### src/rtl/dft_pkg.sv
// Shared widths, counter types and output-register state encoding for the DFT bin accumulator.
package dft_pkg;

  localparam int DFT_DATA_W = 16;
  localparam int DFT_LOG2_N = 3;
  localparam int N_POINTS   = 2 ** DFT_LOG2_N;
  localparam int DFT_ACC_W  = DFT_DATA_W + DFT_LOG2_N;

  typedef struct packed {
    logic signed [DFT_ACC_W-1:0] re;
    logic signed [DFT_ACC_W-1:0] im;
  } cplx_t;

  typedef logic [DFT_LOG2_N-1:0] sample_cnt_t;
  typedef logic [DFT_LOG2_N-1:0] bin_cnt_t;

  typedef enum logic {
    OUT_EMPTY = 1'b0,
    OUT_FULL  = 1'b1
  } out_state_t;

endpackage

### src/rtl/dft_out_reg.sv
// One-entry holding register for a finished bin {re, im, index, last}.
// Latency: loaded value is presented the cycle after load.
// Backpressure: contents held stable while out_valid && !out_ready; caller only loads when empty or draining.
module dft_out_reg
  import dft_pkg::*;
#(
  parameter int ACC_W = DFT_ACC_W,
  parameter int IDX_W = DFT_LOG2_N
) (
  input  logic                    clk,
  input  logic                    rst,
  input  logic                    load,
  input  logic signed [ACC_W-1:0] load_re,
  input  logic signed [ACC_W-1:0] load_im,
  input  logic [IDX_W-1:0]        load_index,
  input  logic                    load_last,
  input  logic                    out_ready,
  output logic                    out_valid,
  output logic signed [ACC_W-1:0] bin_re,
  output logic signed [ACC_W-1:0] bin_im,
  output logic [IDX_W-1:0]        bin_index,
  output logic                    out_last
);

  out_state_t state;
  out_state_t state_nxt;

  always_ff @(posedge clk) begin
    if (rst) begin
      state <= OUT_EMPTY;
    end else begin
      state <= state_nxt;
    end
  end

  // A load coinciding with a transfer keeps the register full for back-to-back bins.
  always_comb begin
    state_nxt = state;
    case (state)
      OUT_EMPTY: if (load) state_nxt = OUT_FULL;
      OUT_FULL:  if (out_ready && !load) state_nxt = OUT_EMPTY;
      default:   state_nxt = OUT_EMPTY;
    endcase
  end

  assign out_valid = (state == OUT_FULL);

  always_ff @(posedge clk) begin
    if (rst) begin
      bin_re    <= '0;
      bin_im    <= '0;
      bin_index <= '0;
      out_last  <= 1'b0;
    end else if (load) begin
      bin_re    <= load_re;
      bin_im    <= load_im;
      bin_index <= load_index;
      out_last  <= load_last;
    end
  end

endmodule

### src/rtl/dft_bin_accumulator.sv
// Sums N_POINTS rotated samples per bin and emits the complex bin tagged with its index.
// Latency: result valid one cycle after the final sample of a frame is accepted.
// Backpressure: only the final sample of a frame stalls while a previous result is still held.
module dft_bin_accumulator
  import dft_pkg::*;
#(
  parameter int DATA_W    = DFT_DATA_W,
  parameter int LOG2_N    = DFT_LOG2_N,
  parameter int ACC_W     = DATA_W + LOG2_N,
  parameter int SCALE_OUT = 0
) (
  input  logic                     clk,
  input  logic                     rst,
  input  logic                     sync_clr,
  input  logic                     in_valid,
  output logic                     in_ready,
  input  logic signed [DATA_W-1:0] x_in,
  input  logic signed [DATA_W-1:0] y_in,
  output logic                     out_valid,
  input  logic                     out_ready,
  output logic signed [ACC_W-1:0]  bin_re,
  output logic signed [ACC_W-1:0]  bin_im,
  output logic [LOG2_N-1:0]        bin_index,
  output logic                     out_last
);

  logic [LOG2_N-1:0]       sample_cnt;
  logic [LOG2_N-1:0]       bin_cnt;
  logic signed [ACC_W-1:0] acc_re;
  logic signed [ACC_W-1:0] acc_im;
  logic signed [ACC_W-1:0] x_ext;
  logic signed [ACC_W-1:0] y_ext;
  logic signed [ACC_W-1:0] sum_re;
  logic signed [ACC_W-1:0] sum_im;
  logic signed [ACC_W-1:0] res_re;
  logic signed [ACC_W-1:0] res_im;
  logic                    last_sample;
  logic                    stall;
  logic                    accept;
  logic                    final_accept;

  assign last_sample  = &sample_cnt;
  assign stall        = last_sample && out_valid && !out_ready;
  // A frame restart never waits on the consumer, so ready is forced high while it is asserted.
  assign in_ready     = sync_clr || !stall;
  assign accept       = in_valid && in_ready && !sync_clr;
  assign final_accept = accept && last_sample;

  assign x_ext  = {{(ACC_W-DATA_W){x_in[DATA_W-1]}}, x_in};
  assign y_ext  = {{(ACC_W-DATA_W){y_in[DATA_W-1]}}, y_in};
  assign sum_re = acc_re + x_ext;
  assign sum_im = acc_im + y_ext;
  assign res_re = (SCALE_OUT != 0) ? (sum_re >>> LOG2_N) : sum_re;
  assign res_im = (SCALE_OUT != 0) ? (sum_im >>> LOG2_N) : sum_im;

  always_ff @(posedge clk) begin
    if (rst) begin
      acc_re     <= '0;
      acc_im     <= '0;
      sample_cnt <= '0;
      bin_cnt    <= '0;
    end else if (sync_clr) begin
      acc_re     <= '0;
      acc_im     <= '0;
      sample_cnt <= '0;
      bin_cnt    <= '0;
    end else if (accept) begin
      if (last_sample) begin
        acc_re     <= '0;
        acc_im     <= '0;
        sample_cnt <= '0;
        bin_cnt    <= bin_cnt + 1'b1;
      end else begin
        acc_re     <= sum_re;
        acc_im     <= sum_im;
        sample_cnt <= sample_cnt + 1'b1;
      end
    end
  end

  dft_out_reg #(
    .ACC_W (ACC_W),
    .IDX_W (LOG2_N)
  ) u_out_reg (
    .clk        (clk),
    .rst        (rst),
    .load       (final_accept),
    .load_re    (res_re),
    .load_im    (res_im),
    .load_index (bin_cnt),
    .load_last  (&bin_cnt),
    .out_ready  (out_ready),
    .out_valid  (out_valid),
    .bin_re     (bin_re),
    .bin_im     (bin_im),
    .bin_index  (bin_index),
    .out_last   (out_last)
  );

endmodule

### config.mk
export PLATFORM = sky130hd
export DESIGN_NAME = dft_bin_accumulator
export DESIGN_NICKNAME = d
export VERILOG_FILES = /design/src/rtl/dft_pkg.sv /design/src/rtl/dft_out_reg.sv /design/src/rtl/dft_bin_accumulator.sv
export SDC_FILE = /design/constraint.sdc
export NUM_CORES = 1
export LEC_CHECK = 0
export CAP_MARGIN = 30
export CORE_MARGIN = 10
export CORE_UTILIZATION = 55
export DETAILED_ROUTE_END_ITERATION = 8
export DONT_BUFFER_PORTS = 1
export MAX_ROUTING_LAYER = met4
export PLACE_DENSITY_LB_ADDON = 0.12
export SYNTH_ARGS = -nofsm -noshare
export SYNTH_HDL_FRONTEND = slang
export SYNTH_SLANG_ARGS = --single-unit
export TNS_END_PERCENT = 5
### constraint.sdc
create_clock -name clk -period 2.78 [get_ports clk]
set_input_delay 0.417 -clock clk [delete_from_list [all_inputs] [get_ports clk]]
set_output_delay 0.417 -clock clk [all_outputs]
set_load 0.05 [all_outputs]
== After elaboration in Yosys (flattened, before gate mapping) ==
Cells that the tools add are included.

* Bitwise logic cells: 1
* Add/sub/neg operators: 4
* Reduce and logical (&&, ||, !) cells: 15
* Mux-type cells: 6

{| class="wikitable"
|+ Operator list
! cell !! number
|-
| 19-bit by 16-bit adder with 19-bit output || 2
|-
| 19-bit 2-to-1 mux || 2
|-
| 3-bit by 1-bit adder with 3-bit output, second input constant || 2
|-
| 1-bit logical AND || 6
|-
| 3-bit AND reduction || 2
|-
| 1-bit logical NOT || 4
|-
| 4-bit AND reduction || 1
|-
| 3-bit 2-to-1 mux || 1
|-
| 1-bit 2-to-1 mux || 2
|-
| 1-bit case mux with 2 select lines || 1
|-
| 2-bit OR reduction || 1
|-
| 1-bit logical OR || 1
|-
| 1-bit inverter || 1
|}

* Input bits: 37
* Register bits after elaboration: 87
* Output and inout bits: 44

== Depth between registers and ports, before layout ==
* Word-level depth: 12
* Mapped depth: 10

== Cells and area by module ==
Synthesis repeated with hierarchy kept, for this count alone.

* Cells, all modules: 548
* Area total of the unflattened synthesis: 4963.5 µm²

{| class="wikitable"
|+ Modules (own cells, without submodules)
! module !! cells an instance !! sequential area each (µm²) !! times used !! area each (µm²)
|-
| dft_bin_accumulator || 408 || 880.8 || 1 || 3397.0
|-
| dft_out_reg || 140 || 860.8 || 1 || 1566.5
|}

== Worst setup path before layout ==
Ideal clock, no wire load.

* Path kind: input-to-reg
* From: in x_in[0]
* To: reg u_out_reg.bin_re[16]
* Path slack: 0.435 ns
* Stages: 10
* Library setup time: 0.069 ns
* Data required time: 2.711 ns
* Data arrival time: 2.276 ns
* Path through: ha_1 -> inv_1 -> fa_1 -> nand2b_1 -> a21oi_2 -> a2111oi_4 -> o41ai_4 -> a21boi_2 -> a21o_1 -> o21ai_1

* Cells in the longest elaborated chain, start to end: 1

{| class="wikitable"
|+ RTL lines
! element !! line !! text
|-
| from (decl) || dft_bin_accumulator.sv:17 || <nowiki>input logic signed [DATA_W-1:0] x_in,</nowiki>
|-
| 19-bit by 16-bit adder with 19-bit output || dft_bin_accumulator.sv:51 || <nowiki>assign sum_re = acc_re + x_ext;</nowiki>
|-
| to (signal assigned) || dft_out_reg.sv:55 || <nowiki>bin_re <= load_re;</nowiki>
|-
| to (decl) || dft_out_reg.sv:19 || <nowiki>output logic signed [ACC_W-1:0] bin_re,</nowiki>
|}

No other way between the ends.
A chain may end at the register's enable or synchronous reset.

== Worst setup path after layout ==
* From: reg acc_re[0]
* To: reg u_out_reg.bin_re[14]

* Cells in the longest elaborated chain, start to end: 1

{| class="wikitable"
|+ RTL lines
! element !! line !! text
|-
| from (decl) || dft_bin_accumulator.sv:29 || <nowiki>logic signed [ACC_W-1:0] acc_re;</nowiki>
|-
| from (signal assigned) || dft_bin_accumulator.sv:74 || <nowiki>acc_re <= sum_re;</nowiki>
|-
| 19-bit by 16-bit adder with 19-bit output || dft_bin_accumulator.sv:51 ||
|}

No other way between the ends.

==> results.tsv <==
stage	metric	value	unit
clock_network	clk_path_buf_depth	2	
clock_network	cts_resized	0	
clock_network	worstSkewPairLatency	0.36	ns
power_and_ir_drop	power_density	472	nW/um^2
power_and_ir_drop	ir_drop	0.275	mV
die	initial_utilization	57.0	%
detailed_routing	num_vias	4154	
sta	hold_viol	0	
placement	place_congestion	0.891	
detailed_routing	wl_per_cell	18.1	um
sta	fin_setup_tns	0	ns
setup_path	slowest_delay	0.42	ns
die	die_h	116	um
setup_path	criticalPathCategory	register to register	
yosys	syn_inst	591	
die	die_area	13300	sq um
clock_network	cts_tree	built	
yosys	synth_edf_count	0	
global_routing	grt_pass1_vias	4029	
finish	fillers	827	
yosys	synth-async-reset-ratio	0	%
sta	fin_hold_ws	0.109	ns
detailed_routing	drt_pass1_iterations	5	
sta	fin_crit	2.45	ns
setup_path	end_kind	register	
worst_hold_path	whs_path_depth	1	
setup_path	crit_required	3.08	ns
die	std_cell_rows	34	
yosys	ys_seq_elements	87	
sta	rsz0062_at_grt	false	
clock_network	htree_levels	3	
sta	max_freq	408	MHz
worst_hold_path	holdCritStartpoint	rst	
sta	drv_slew	0	
yosys	synth_nets	670	
die	ios	81	
setup_path	path_cells	ha_1, inv_1, fa_1, nand2b_1, a21oi_2, a2111oi_4, o41ai_4, xor2_1, nand2_1, a21oi_2	
status	outcome	finished clean	
power_and_ir_drop	p_clk_share	36.2	%
global_routing	track_usage	19.1	%
detailed_routing	ant_nets	0	
clock_network	numCtsBuffers	9	
yosys	ys.flop_type	dfxtp_1	
setup_path	reg2reg_slack	0.33	ns
power_and_ir_drop	combPwrFrac	12.5	%
finish	layout.nets	658	
global_routing	grt_pass1_wl	19800	um
setup_path	critPathMaxFanout	3	
yosys	yosysUniqueCellTypes	66	
finish	layout-drive-gt1-share	9.76	%
setup_path	reg2reg_depth	10	
power_and_ir_drop	leakage	2.10	nW
die	coreArea	8810	sq um
setup_path	r2r_start	acc_re[0]$_SDFFE_PP0N_	
clock_network	root_buffer	clkbuf_8	
clock_network	clk_pin_slew_worst_paths	0.09	ns
detailed_routing	drt_wl_total	12500	um
clock_network	hold_buffers	0	
yosys	syn_avg_cell_area	8.49	sq um
yosys	syn_area	5020	sq um
finish	areaGrowthSynthToFinish	5.34	%
worst_hold_path	holdPathEnd	u_out_reg.bin_im[14]$_SDFFE_PP0P_	
sta	worst_slew_pin_slew	0.549	ns
sta	setup_violations	0	
sta	slew-limit-headroom	63.3	%
detailed_routing	drc	0	
power_and_ir_drop	p_seq_share	51.3	%
setup_path	r2r-end	u_out_reg.bin_re[14]$_SDFFE_PP0P_	
clock_network	postCtsSetupBuffers	0	
power_and_ir_drop	p_sw_share	27.5	%
flow_run	cap_violations	0	
global_routing	antenna_found_initial	0	
global_routing	overflow	0	
detailed_routing	drt-initial-drc-count	279	
global_routing	grt_start_max_net_pins	45	
setup_path	worstPathArrival	2.75	ns
die	die_w	116	um
yosys	yosysWarnings	0	
yosys	synth.yosys.seq_area_share	34.7	%
placement	port_buffers	0	
power_and_ir_drop	intPower	1.81	mW
detailed_routing	vias_per_cell	6.00	
power_and_ir_drop	switching_power	0.685	mW
finish	n_antenna_cell	0	
setup_path	worst_path_most_repeated_cell	a21oi_2	
clock_network	cts.sinks	87	
placement	post-dp-hpwl	9320	um
setup_path	slowest_stage	o41ai_4	
worst_hold_path	min_path_type	input pin to register	
sta	period_share	88.3	%
sta	fin_skew	0.00978	ns
setup_path	critPathLaunchType	register	
## routing by layer
layer	global-route usage, %	up-vias	wire length (um)	part of all wire (%)
met5	-	-	0	0
met4	5.15	0	127	1.0
met3	3.46	10	663	5.3
met2	32.0	89	6030	48
met1	23.0	1962	5700	46
li1	-	2093	-	-
## how the worst max path moves through the flow
stage | slack [ns] | cells after the start | from | end
5_1_grt | 0.11 | 10 | acc_re[0]$_SDFFE_PP0N_ | u_out_reg.bin_re[18]$_SDFFE_PP0P_
2_1_floorplan | 0.44 | 10 | x_in[0] | u_out_reg.bin_re[16]$_SDFFE_PP0P_
3_3_place_gp | 0.28 | 10 | x_in[0] | u_out_reg.bin_re[16]$_SDFFE_PP0P_
6_report | 0.33 | 10 | acc_re[0]$_SDFFE_PP0N_ | u_out_reg.bin_re[14]$_SDFFE_PP0P_
3_5_place_dp | 0.23 | 10 | x_in[0] | acc_re[16]$_SDFFE_PP0N_
4_1_cts | 0.31 | 10 | acc_re[0]$_SDFFE_PP0N_ | u_out_reg.bin_re[14]$_SDFFE_PP0P_
## final cells by class
class	instances	area, sq um	area share, %
multi-input cells	457	3080	58.2
flip-flops and latches	87	1740	32.9
well taps	108	135	2.56
clock buffers	10	128	2.41
repair buffers	9	80.1	1.51
clock inverters	6	68.8	1.30
inverters	15	56.3	1.07
## flip-flops by register name, summed over array words and instances (netlist names)
name / count
acc_im: 19
acc_re: 19
bin_cnt: 3
sample_cnt: 3
u_out_reg.bin_im: 19
u_out_reg.bin_index: 3
u_out_reg.bin_re: 19
u_out_reg.out_last: 1
u_out_reg.out_valid: 1
## logic make-up after synthesis
logic type                 Yosys count  synth area share [%]
AOI/OAI and AO/OA                  181                  26.0
xor gates and xnor gates            36                  6.28
adders and majority gates           42                  10.8
buffers and inverters               47                  3.99
DFF                                 87                  34.7
muxes                                4                 0.798
and+or+nand+nor                    194                  17.5
## critical path, delay by kind of cell (launching register included)
kind            cells  cell delay, ns
compound gates      4            0.88
xor+xnor            1            0.23
fa+ha+maj           2            0.60
buf+inv             1            0.07
flops               1            0.34
simple gates        2            0.28
## power by group through the flow
stage / Sequential [mW] / Combinational (mW) / Clock, mW
after detailed placement: 1.31 / 0.309 / 0
after floorplan: 1.30 / 0.262 / 0
after global placement: 1.31 / 0.304 / 0
final: 1.28 / 0.312 / 0.902
after CTS: 1.28 / 0.310 / 0.925
after global routing: 1.28 / 0.345 / 0.968
## cells in the final DEF (no fill, tap or decap), types with 2 or more instances in the layout
master,Yosys,routed
nand2_1,89,89
dfxtp_1,87,87
a21oi_1,57,57
nor2_1,53,53
ha_1,40,40
xnor2_1,21,21
o21ai_0,15,15
xor2_1,15,15
inv_1,14,14
a22oi_1,14,14
a21o_1,13,13
nand3_1,13,13
a22o_1,11,11
o21ai_1,10,10
clkbuf_8,0,9
buf_4,1,8
a211oi_2,7,7
nand2b_1,7,7
a31oi_1,7,7
a21oi_2,6,6
nand4_1,6,6
o211ai_1,6,6
a211oi_1,6,6
nor2b_1,5,5
mux2i_1,4,4
or2_2,3,3
nor3_1,3,3
o21a_1,3,3
nand3b_1,2,2
and4_1,2,2
and3_1,2,2
a221oi_2,2,2
and2_1,2,2
a21boi_1,2,2
o41ai_2,2,2
o22ai_1,2,2
a21boi_0,2,2
fa_1,2,2
clkinv_4,0,2
## stage by stage
stage / setup slack, ns / area (sq um) / cells / total power [mW] / util, %
CTS: 0.307 / 5290 / 692 / 2.51 / 60.0
global placement: 0.284 / 5090 / 676 / 1.61 / 57.8
floorplan: 0.435 / 5020 / 591 / 1.57 / -
detailed placement: 0.232 / 5090 / 676 / 1.62 / 57.8
finish: 0.326 / 5290 / 692 / 2.49 / 60.0
global route: 0.107 / 5290 / 692 / 2.60 / 60.0
## cell usage after synthesis (4+ instances only)
library cell  count  area share [%]
o21ai_1          10             1.0
nor2b_1           5            0.62
nand4_1           6            0.75
a211oi_2          7             1.7
a22o_1           11             1.9
buf_2             9            0.90
nand3_1          13             1.3
a21oi_2           6             1.0
mux2i_1           4            0.80
xnor2_1          21             3.7
inv_1            14             1.0
a211oi_1          6            0.90
clkbuf_1         18             1.3
nand2_1          89             6.7
dfxtp_1          87              35
nand2b_1          7            0.87
o21ai_0          15             1.5
a31oi_1           7            0.87
nor2_1           53             4.0
a21o_1           13             1.9
o211ai_1          6            0.90
ha_1             40              10
a22oi_1          14             2.1
xor2_1           15             2.6
a21oi_1          57             5.7
No activity file was read; power rests on OpenSTA's default activity.
==> RTL edit, RTL diff (same flow settings) <==
Change the package constant `DFT_DATA_W` from 16 to 32.
--- a/src/rtl/dft_pkg.sv
+++ b/src/rtl/dft_pkg.sv
@@ -1,7 +1,7 @@
 // Shared widths, counter types and output-register state encoding for the DFT bin accumulator.
 package dft_pkg;
 
-  localparam int DFT_DATA_W = 16;
+  localparam int DFT_DATA_W = 32;
   localparam int DFT_LOG2_N = 3;
   localparam int N_POINTS   = 2 ** DFT_LOG2_N;
   localparam int DFT_ACC_W  = DFT_DATA_W + DFT_LOG2_N;
Interface: changed (resized bin_im, bin_re, x_in and y_in); port bits go from 81 to 145. The function was not compared with the original's and may differ.
==> RTL edit against the original RTL <==
Combinational power up 140%. Area after synthesis is 77% higher. Maximum frequency fell by 11%. Design area grew 97%. Power is 120% higher. Sequential cell count increased by 64. Setup slack worse by 290 ps. Routed wire length up 97%. Final cell count rose by 95%. First-iteration DRC count increased by 62%. Global-route usage increased by 3.8 points. Largest cell class unchanged.
==> RTL edit: results (changes against the original RTL) <==
* Status: finished, final reports clean (unchanged)
* Synth top area cells: dfxtp_1 (34%), ha_1 (10%), a21oi_1 (7.4%) (was dfxtp_1 (35%), ha_1 (10%), nand2_1 (6.7%))
* Gr usage total at 22.9% (was 19.1%)
* Hold Slack at 43.0 ps (was 109 ps)
* Post-DP HPWL at 17.9 mm (was 9.32 mm)
* Worst Skew at 8.30 ps (was 9.78 ps)
* Critical path arrival at 3070 ps (was 2750 ps)
* Clock-pin slew on the worst setup and hold paths at 60 ps (was 90 ps)
* Dpl cell area at 9530 sq um (was 5090 sq um)
* Worst VDD drop at 0.447 mV (was 0.275 mV)
* Hold crit path type: in -> reg (unchanged)
* Dominant synthesized flop cell: dfxtp_1 (unchanged)
* Syn_nets at 1221 (was 670)
* GP Congestion at 0.908 (was 0.891)
* Ant diodes at 0 (unchanged)
* Initial antenna violation count at 0 (unchanged)
* 1st-pass router iterations at 5 (unchanged)
* R2R setup slack at 40 ps (was 330 ps)
* Vias in the first global route at 7763 (was 4029)
* Share of post-route cells with drive strength above 1 at 16.5% (was 9.76%)
* Number of CTS-inserted buffers at 17 (was 9)
* Number of port buffers at 0 (unchanged)
* DRT iter0 DRCs at 453 (was 279)
* Ys async rst share at 0% (unchanged)
* Later-pin clock latency in the skew report at 430 ps (was 360 ps)
* Clock tree root driver cell: clkbuf_16 (was clkbuf_8)
* Routed Wire Length at 24.6 mm (was 12.5 mm)
* Nets at 1265 (was 658)
* First-pass GRT wire length at 40.1 mm (was 19.8 mm)
* Synth cell types at 74 (was 66)
* CTS Buffer Depth at 2 (unchanged)
* Leakage at 4.33 nW (was 2.10 nW)
* Pin count of the biggest net entering global routing at 84 (was 45)
* Rel. slew slack at 57.9% (was 63.3%)
* Synth warnings at 0 (unchanged)
* Via count at 7921 (was 4154)
* Max FO, Critical Path at 3 (unchanged)
* Post-synthesis sequential area ratio at 34.0% (was 34.7%)
* H-tree depth at 4 (was 3)
* Post-synth top cells: nand2_1 (166), dfxtp_1 (151), a21oi_1 (132) (was nand2_1 (89), dfxtp_1 (87), a21oi_1 (57))
-- RTL edit: cell count changes in the layout (fill, tap and decap cells not counted), moves of 16 or more --
cell,before,now
a21o_1,13,32
a21oi_1,57,126
a22o_1,11,32
buf_4,8,84
clkbuf_16,0,17
dfxtp_1,87,150
ha_1,40,71
nand2_1,89,166
nor2_1,53,76
o21ai_0,15,31
xnor2_1,21,42
-- RTL edit: where the power goes --
group	internal [mW]	switching [mW]	leakage, nW
sequential	2.20	0.0264	1.22
clock	1.62	0.930	0.314
combinational	0.317	0.417	2.80
-- RTL edit: repair_timing --
action	in CTS	in global routing
setup buffers	1	4
gates resized for setup	7	40
endpoints found under the setup margin	20	44
pin swaps	4	20
-- RTL edit: worst max-delay path: stages, from the launching register on --
cell	delay, ps
dfxtp_2	330
ha_4	150
inv_2	50
fa_2	230
nor2b_4	50
o211ai_2	190
nand3b_1	120
a21oi_2	210
a31oi_4	130
a311o_1	400
buf_4	160
a41oi_2	190
xnor2_1	120
buf_4	140
a22o_1	160
-- RTL edit: cells by family after synthesis --
group                    count (synthesis)  synth area share [%]
multiplexers                             4                 0.451
AO/OA/AOI/OAI                          361                  27.2
adder cells (fa/ha/maj)                 74                  10.6
XOR/XNOR                                67                  6.61
flip-flops                             151                  34.0
AND/OR/NAND/NOR                        333                  16.7
buffers and inverters                   88                  4.41
-- RTL edit: final timing paths --
| kind | to | from | cells after the start |
|---|---|---|---|
| min | u_out_reg.bin_im[28] | rst | 1 |
| max | acc_im[28] | acc_im[0] | 14 |
| min reg2reg | acc_re[30] | acc_re[30] | 2 |
| max reg2reg | acc_im[28] | acc_im[0] | 14 |
-- RTL edit: cell type report --
type / count / area, sq um
Sequential cell: 151 / 3020
Fill cell: 1398 / 5450
Clock buffer: 20 / 447
Timing Repair Buffer: 86 / 671
Multi-Input combinational cell: 839 / 5720
Inverter: 27 / 101
Clock inverter: 12 / 199
Tap cell: 216 / 270
-- RTL edit: stage by stage --
| stage | std cells | util, % | TNS (ps) | setup slack (ps) |
|---|---|---|---|---|
| 6_report | 1351 | 65.7 | 0 | 37.2 |
| 5_1_grt | 1351 | 65.7 | -850 | -130 |
| 4_1_cts | 1347 | 64.2 | 0 | 0.336 |
| 3_5_place_dp | 1314 | 60.0 | -2660 | -274 |
| 3_3_place_gp | 1314 | 60.0 | -1320 | -212 |
| 2_1_floorplan | 1078 | - | 0 | 62.5 |
-- RTL edit: metal layers --
layer | global-route usage (%) | part of all wire, % | vias to the layer above
met5 | - | 0 | -
met4 | 6.69 | 1.7 | 0
met3 | 6.20 | 6.7 | 27
met2 | 36.6 | 47 | 210
met1 | 27.7 | 45 | 3738
li1 | - | - | 3946
